$ cat config.mk
export PLATFORM = sky130hd
export DESIGN_NAME = booth_seq_multiplier
export DESIGN_NICKNAME = d
export VERILOG_FILES = /design/src/rtl/booth_seq_multiplier_pkg.sv /design/src/rtl/booth_seq_multiplier_booth_step.sv /design/src/rtl/booth_seq_multiplier.sv
export SDC_FILE = /design/constraint.sdc
export NUM_CORES = 1
export LEC_CHECK = 0
export ABC_CLOCK_PERIOD_IN_PS = 3000
export CORE_UTILIZATION = 38
export DETAILED_ROUTE_END_ITERATION = 16
export MAX_ROUTING_LAYER = met4
export SYNTH_ARGS = -nofsm -noshare
export SYNTH_HDL_FRONTEND = slang
export SYNTH_SLANG_ARGS = --single-unit
$ cat constraint.sdc
create_clock -name clk -period 3 [get_ports clk]
set_input_delay 0.45 -clock clk [delete_from_list [all_inputs] [get_ports clk]]
set_output_delay 0.45 -clock clk [all_outputs]
set_load 0.01 [all_outputs]
$ cat src/rtl/booth_seq_multiplier_pkg.sv
// Shared types for the sequential Booth multiplier: FSM states and the
// encoding of the examined {b[0], q_-1} bit pair.
package mul_pkg;

  typedef enum logic [1:0] {
    IDLE,
    RUN,
    DONE
  } mul_state_t;

  localparam logic [1:0] BOOTH_ADD = 2'b01;
  localparam logic [1:0] BOOTH_SUB = 2'b10;

endpackage

$ cat src/rtl/booth_seq_multiplier_booth_step.sv
// One radix-2 Booth iteration: conditional add/subtract of the multiplicand
// into the upper accumulator, then an arithmetic right shift of {acc_hi, b, q_1}.
module booth_step
  import mul_pkg::*;
#(
  parameter int WIDTH = 8
) (
  input  logic [WIDTH:0] acc_hi_i,
  input  logic [WIDTH:0] b_i,
  input  logic           q1_i,
  input  logic [WIDTH:0] a_ext_i,
  output logic [WIDTH:0] acc_hi_o,
  output logic [WIDTH:0] b_o,
  output logic           q1_o
);

  logic [WIDTH:0] sum;

  always_comb begin
    sum = acc_hi_i;
    case ({b_i[0], q1_i})
      BOOTH_ADD: sum = acc_hi_i + a_ext_i;
      BOOTH_SUB: sum = acc_hi_i - a_ext_i;
      default:   sum = acc_hi_i;
    endcase
  end

  always_comb begin
    acc_hi_o = {sum[WIDTH], sum[WIDTH:1]};
    b_o      = {sum[0], b_i[WIDTH:1]};
    q1_o     = b_i[0];
  end

endmodule

$ cat src/rtl/booth_seq_multiplier.sv
// Multi-cycle signed/unsigned Booth multiplier with start/busy/done handshake
// and registered HI/LO product halves.
module booth_seq_multiplier
  import mul_pkg::*;
#(
  parameter int WIDTH = 8,
  parameter int CNT_W = $clog2(WIDTH + 2)
) (
  input  logic             clk,
  input  logic             reset,
  input  logic             start,
  input  logic             signed_op,
  input  logic [WIDTH-1:0] multiplicand,
  input  logic [WIDTH-1:0] multiplier,
  output logic             busy,
  output logic             done,
  output logic [WIDTH-1:0] HI_FF,
  output logic [WIDTH-1:0] LO_FF
);

  mul_state_t state_q, state_d;

  logic [CNT_W-1:0] cnt_q;
  logic [WIDTH:0]   acc_hi_q;
  logic [WIDTH:0]   b_q;
  logic             q1_q;
  logic [WIDTH:0]   a_ext_q;
  logic             done_q;
  logic [WIDTH-1:0] hi_q;
  logic [WIDTH-1:0] lo_q;

  logic [WIDTH:0]   a_ext_d;
  logic [WIDTH:0]   b_ext_d;
  logic [WIDTH:0]   acc_hi_d;
  logic [WIDTH:0]   b_d;
  logic             q1_d;

  logic             load_op;
  logic             step_en;
  logic             commit;

  // Operands widened by one bit so unsigned values stay positive under Booth recoding.
  assign a_ext_d = {signed_op & multiplicand[WIDTH-1], multiplicand};
  assign b_ext_d = {signed_op & multiplier[WIDTH-1], multiplier};

  booth_step #(
    .WIDTH(WIDTH)
  ) u_step (
    .acc_hi_i(acc_hi_q),
    .b_i     (b_q),
    .q1_i    (q1_q),
    .a_ext_i (a_ext_q),
    .acc_hi_o(acc_hi_d),
    .b_o     (b_d),
    .q1_o    (q1_d)
  );

  always_ff @(posedge clk) begin
    if (reset) begin
      state_q <= IDLE;
    end else begin
      state_q <= state_d;
    end
  end

  always_comb begin
    state_d = state_q;
    case (state_q)
      IDLE:    if (start) state_d = RUN;
      RUN:     if (cnt_q == CNT_W'(WIDTH)) state_d = DONE;
      DONE:    state_d = IDLE;
      default: state_d = IDLE;
    endcase
  end

  always_comb begin
    busy    = (state_q != IDLE);
    load_op = (state_q == IDLE) && start;
    step_en = (state_q == RUN);
    commit  = (state_q == DONE);
  end

  always_ff @(posedge clk) begin
    if (reset) begin
      cnt_q    <= '0;
      acc_hi_q <= '0;
      b_q      <= '0;
      q1_q     <= 1'b0;
      a_ext_q  <= '0;
    end else if (load_op) begin
      cnt_q    <= '0;
      acc_hi_q <= '0;
      b_q      <= b_ext_d;
      q1_q     <= 1'b0;
      a_ext_q  <= a_ext_d;
    end else if (step_en) begin
      cnt_q    <= cnt_q + CNT_W'(1);
      acc_hi_q <= acc_hi_d;
      b_q      <= b_d;
      q1_q     <= q1_d;
    end
  end

  // The result is committed on leaving DONE, so done and the new HI/LO appear together.
  always_ff @(posedge clk) begin
    if (reset) begin
      done_q <= 1'b0;
      hi_q   <= '0;
      lo_q   <= '0;
    end else begin
      done_q <= commit;
      if (commit) begin
        hi_q <= {acc_hi_q[WIDTH-2:0], b_q[WIDTH]};
        lo_q <= b_q[WIDTH-1:0];
      end
    end
  end

  assign done  = done_q;
  assign HI_FF = hi_q;
  assign LO_FF = lo_q;

endmodule

== Word level (Yosys, flattened, before mapping) ==
Cells that the tools add are included.

* Add/subtract/negate cells: 3
* Equality and inequality tests: 7
* Mux-type cells: 6
* Bitwise operators: 2
* Reductions and logical operators: 6

{| class="wikitable"
|+ Operator list
! kind !! count
|-
| $mux 9 || 2
|-
| $pmux 9 s2 || 1
|-
| $add 9x9->9 || 1
|-
| $sub 9x9->9 || 1
|-
| $add 4x1->4 const B || 1
|-
| $eq 2x1->1 const B || 2
|-
| $eq 2x2->1 const B || 2
|-
| $eq 4x4->1 const B || 1
|-
| $mux 2 || 2
|-
| $pmux 2 s2 || 1
|-
| $reduce_bool 2->1 || 2
|-
| $and 1x1->1 || 2
|-
| $logic_not 2->1 || 1
|-
| $ne 2x1->1 const B || 1
|-
| $ne 2x2->1 const B || 1
|-
| $reduce_and 2->1 || 1
|-
| $reduce_or 2->1 || 1
|-
| $logic_and 1x1->1 || 1
|}

* Register bits: 50
* Output and inout bits: 18

== Longest topological paths before layout ==
* Depth after elaboration: 4
* Gate-level depth with buffers: 12
* Gate-level depth less buffers: 11

== Modules after synthesis ==
From an unflattened synthesis, not the netlist that was laid out.

* Cells, all modules: 337
* Area, all modules: 2,698.8 µm²

{| class="wikitable"
|+ By module, submodules not included
! module !! times used !! cells an instance !! area each (µm²)
|-
| booth_seq_multiplier || 1 || 234 || 1,956.9
|-
| booth_step || 1 || 103 || 742.0
|}

== Worst setup path after synthesis ==
Ideal clock, no wire load.

* Kind: register to register
* Start point: register b_q[0]
* End point: register, netlist name acc_hi_q[7]
* Setup time: 71 ps
* Arrival time: 2,445 ps
* Required time: 2,929 ps
* Slack: 485 ps
* Cell stages (with the launch flop): 11
* Buffers on the path: 1
* Clock period less this slack: 2,515 ps
* Cell sequence: dfxtp_1 > ha_1 > clkbuf_1 > mux2i_1 > fa_1 > a211oi_1 > o211ai_1 > nand2_1 > xnor2_1 > or4_1 > a21oi_1

* Longest elaborated chain between the ends: 2

{| class="wikitable"
|+ Ends and longest elaborated chain
! what !! line !! text
|-
| start, declared || booth_seq_multiplier.sv:25 || <nowiki>logic [WIDTH:0] b_q;</nowiki>
|-
| start signal, assigned || booth_seq_multiplier.sv:93 || <nowiki>b_q <= b_ext_d;</nowiki>
|-
| $eq 2x2->1 / $eq 2x1->1 (equally long branches) || booth_seq_multiplier_booth_step.sv:21 || <nowiki>case ({b_i[0], q1_i})</nowiki>
|-
| $pmux 9 s2 (*) || booth_seq_multiplier_booth_step.sv:21 ||
|}

Mark *: on every way between the ends. The rest lies on a longest branch, timed or not.
A chain may end at the register's enable or synchronous reset.

== Worst setup path after layout ==
* Start point: register b_q[0]
* End point: register, netlist name acc_hi_q[7]

* Longest elaborated chain between the ends: 2

{| class="wikitable"
|+ Ends and longest elaborated chain
! what !! line
|-
| $eq 2x2->1 / $eq 2x1->1 (equally long branches) || booth_seq_multiplier_booth_step.sv:21
|-
| $pmux 9 s2 (*) || booth_seq_multiplier_booth_step.sv:21
|}

Marks and branches as above.

==> flow_summary.yaml <==
global_route:
  grt_use_total_pct: 18.0
  grt_pass1_wl_um: 8940
  gr-max-usage-layer: "met2"
  grtUsageMet3_pct: 3.44
  grt_max_degree: 39
  grt_pass1_vias: 1958
  gr-usage-met1_pct: 23.6
  grt_antenna_before_repair: 0
  globalRoute.totalOverflow: 0
  gr-usage-met2_pct: 27.4
critical_path:
  arrival_ps: 2880
  slowest_stage: "fa_1"
  path_cells: "ha_1 -> mux2i_1 -> fa_1 -> a211oi_1 -> o211ai_1 -> nand2_1 -> xnor2_1 -> or4_1 -> a21oi_1"
  crit_path_max_incr_delay_ps: 470
  critPathLaunchType: "flip-flop"
  worstSetupPathType: "flip-flop to flip-flop"
  reg2reg_depth: 9
  crit_fanout: 8
  end_kind: "flip-flop"
  worst-endpoint-required_ps: 3230
yosys:
  yosys_register_bits: 50
  synth_area_per_cell_sq_um: 7.85
  syn-num-nets: 341
  synth_edf_count: 0
  yosys_most_used_dff: "dfxtp_1"
  netlist_instances: 308
  synth_warnings: 0
  synth.area.top_cells: "dfxtp_1, nand2_1, a21oi_1"
  async_flop_share_pct: 0
  synth_top_area_share_pct: 41.4
  synth_top_area_cell: "dfxtp_1"
  synth.distinct_cells: 34
  synth_area_sq_um: 2420
  yosysSeqAreaShare_pct: 41.4
detailed_routing:
  routedWlPerCell_um: 13.1
  ant_nets: 0
  drtPass1Iterations: 4
  wl_um: 5410
  drc_errors: 0
  vias: 2126
  drtIter0Drc: 95
  viasPerCell: 5.15
sta:
  relSlewSlack_pct: 54.9
  worst_pin_slew_ps: 677
  maxSlewViolCount: 0
  fin_setup_tns_ps: 0
  rsz0062_at_grt: "no"
  post-route-min-period_ps: 2650
  fmax_mhz: 377
  timing_hold_violations_final: 0
  setup_viol: 0
  worst_clock_skew_ps: 8.06
  fin_ws_ps: 351
  fin_crit_sh_pct: 88.3
floorplanning:
  die_w_um: 81.8
  boundaryPins: 38
  coreArea_sq_um: 6030
  rows: 28
  die_area_sq_um: 6680
  die_h_um: 81.8
  start_util_pct: 40.1
layout:
  diodes: 0
  fillers: 629
  finalNetCount: 370
  drive_gt1_share_pct: 4.14
  area_delta_synth_final_pct: 21.4
  layout_common_cells: "nand2_1, a21oi_1, dfxtp_1"
  final_common_cell: "nand2_1"
cts:
  cts.sinks: 50
  cts_buffers: 5
  h-tree-depth: 2
  ctsResizeCount: 0
  cts_tree: "built"
  ctsHoldBuffers: 0
  cts_max_path_buffers: 2
  clkSlewWorstSetupHoldPaths_ps: 90
  postCtsSetupRepairBufs: 0
  cts-root-buf: "clkbuf_8"
  clock_latency_ps: 310
pwr:
  p_total_mw: 1.44
  max-vdd-ir-drop_mv: 0.218
  powerDensity_nw_per_um2: 491
  p_leak_nw: 1.03
placed_design:
  port_buffers: 37
  post-place-ws_ps: 378
  gp_congestion: 0.882
  dp_hpwl_um: 3780
outcome:
  outcome: "completed"
min_path:
  min_path_cells: 2
  hp-class: "flip-flop to flip-flop"
job:
  max_cap_violations: 0
## through the flow
step	area, sq um	hold slack, ps	util (%)	instances
floorplan	2420	436	-	308
detailed placement	2840	447	47.1	405
global placement	2840	442	47.1	405
CTS	2940	460	48.7	413
finish	2940	459	48.7	413
global route	2940	476	48.7	413
## registers in the layout, indices dropped and copies added, names as in the netlist
signal    count
state_q       2
a_ext_q       9
q1_q          1
LO_FF         8
b_q           9
done          1
HI_FF         8
cnt_q         4
acc_hi_q      8
## layer usage
layer / share of wire (%) / wire length, um
met1: 51 / 2760
met2: 44 / 2370
met3: 3.8 / 204
met4: 1.3 / 68
met5: 0 / 0
## path summary, 6_finish.rpt
path / slack (ps) / start / endpoint
setup / recovery: 350 / b_q[0]$_SDFFE_PP0P_ / acc_hi_q[7]$_SDFFE_PP0P_
hold / removal: 460 / LO_FF[6]$_SDFFE_PP0P_ / LO_FF[6]$_SDFFE_PP0P_
setup reg to reg: 350 / b_q[0]$_SDFFE_PP0P_ / acc_hi_q[7]$_SDFFE_PP0P_
hold reg to reg: 460 / LO_FF[6]$_SDFFE_PP0P_ / LO_FF[6]$_SDFFE_PP0P_
## cell type report
| class | instances | area (sq um) | area share [%] |
|---|---|---|---|
| Sequential cell | 50 | 1000 | 34.1 |
| Inverter | 11 | 41.3 | 1.41 |
| Clock inverter | 2 | 12.5 | 0.426 |
| Tap cell | 75 | 93.8 | 3.20 |
| Multi-Input combinational cell | 228 | 1300 | 44.4 |
| Clock buffer | 6 | 82.6 | 2.81 |
| Timing Repair Buffer | 41 | 400 | 13.6 |
## where the power goes
| part | internal [mW] | total, mW | switching (mW) | leakage [nW] |
|---|---|---|---|---|
| logic | 0.140 | 0.316 | 0.175 | 0.578 |
| registers | 0.687 | 0.711 | 0.0241 | 0.406 |
| clock network | 0.186 | 0.413 | 0.228 | 0.0472 |
| total | 1.01 | 1.44 | 0.427 | 1.03 |
## cells by family after synthesis
family / synth area share (%)
compound gates: 21.3
xor+xnor: 4.71
fa+ha+maj: 7.04
buf+inv: 4.66
flops: 41.4
mux: 1.24
simple gates: 19.7
## cells in the mapped netlist, types with 2 or more instances
library cell  number
nand2b_1           5
nor3_1             6
dfxtp_1           50
clkbuf_1          17
o211ai_1           2
nand2_1           72
a21oi_1           51
xor2_1             4
a22oi_1            8
inv_1             11
a211oi_1           8
xnor2_1            9
mux2i_1            3
ha_1              12
nand3_1            2
o21ai_0           10
buf_1              2
nor2_1            19
nor2b_1            2
## critical path: cells and delay by family (launching register included)
kind | cells | cell delay [ps]
AO/OA/AOI/OAI | 3 | 630
XOR/XNOR | 1 | 70
AND/OR/NAND/NOR | 2 | 480
flip-flops | 1 | 380
adder cells (fa/ha/maj) | 2 | 830
multiplexers | 1 | 170
Note: power is estimated with default switching activity, not from simulation.
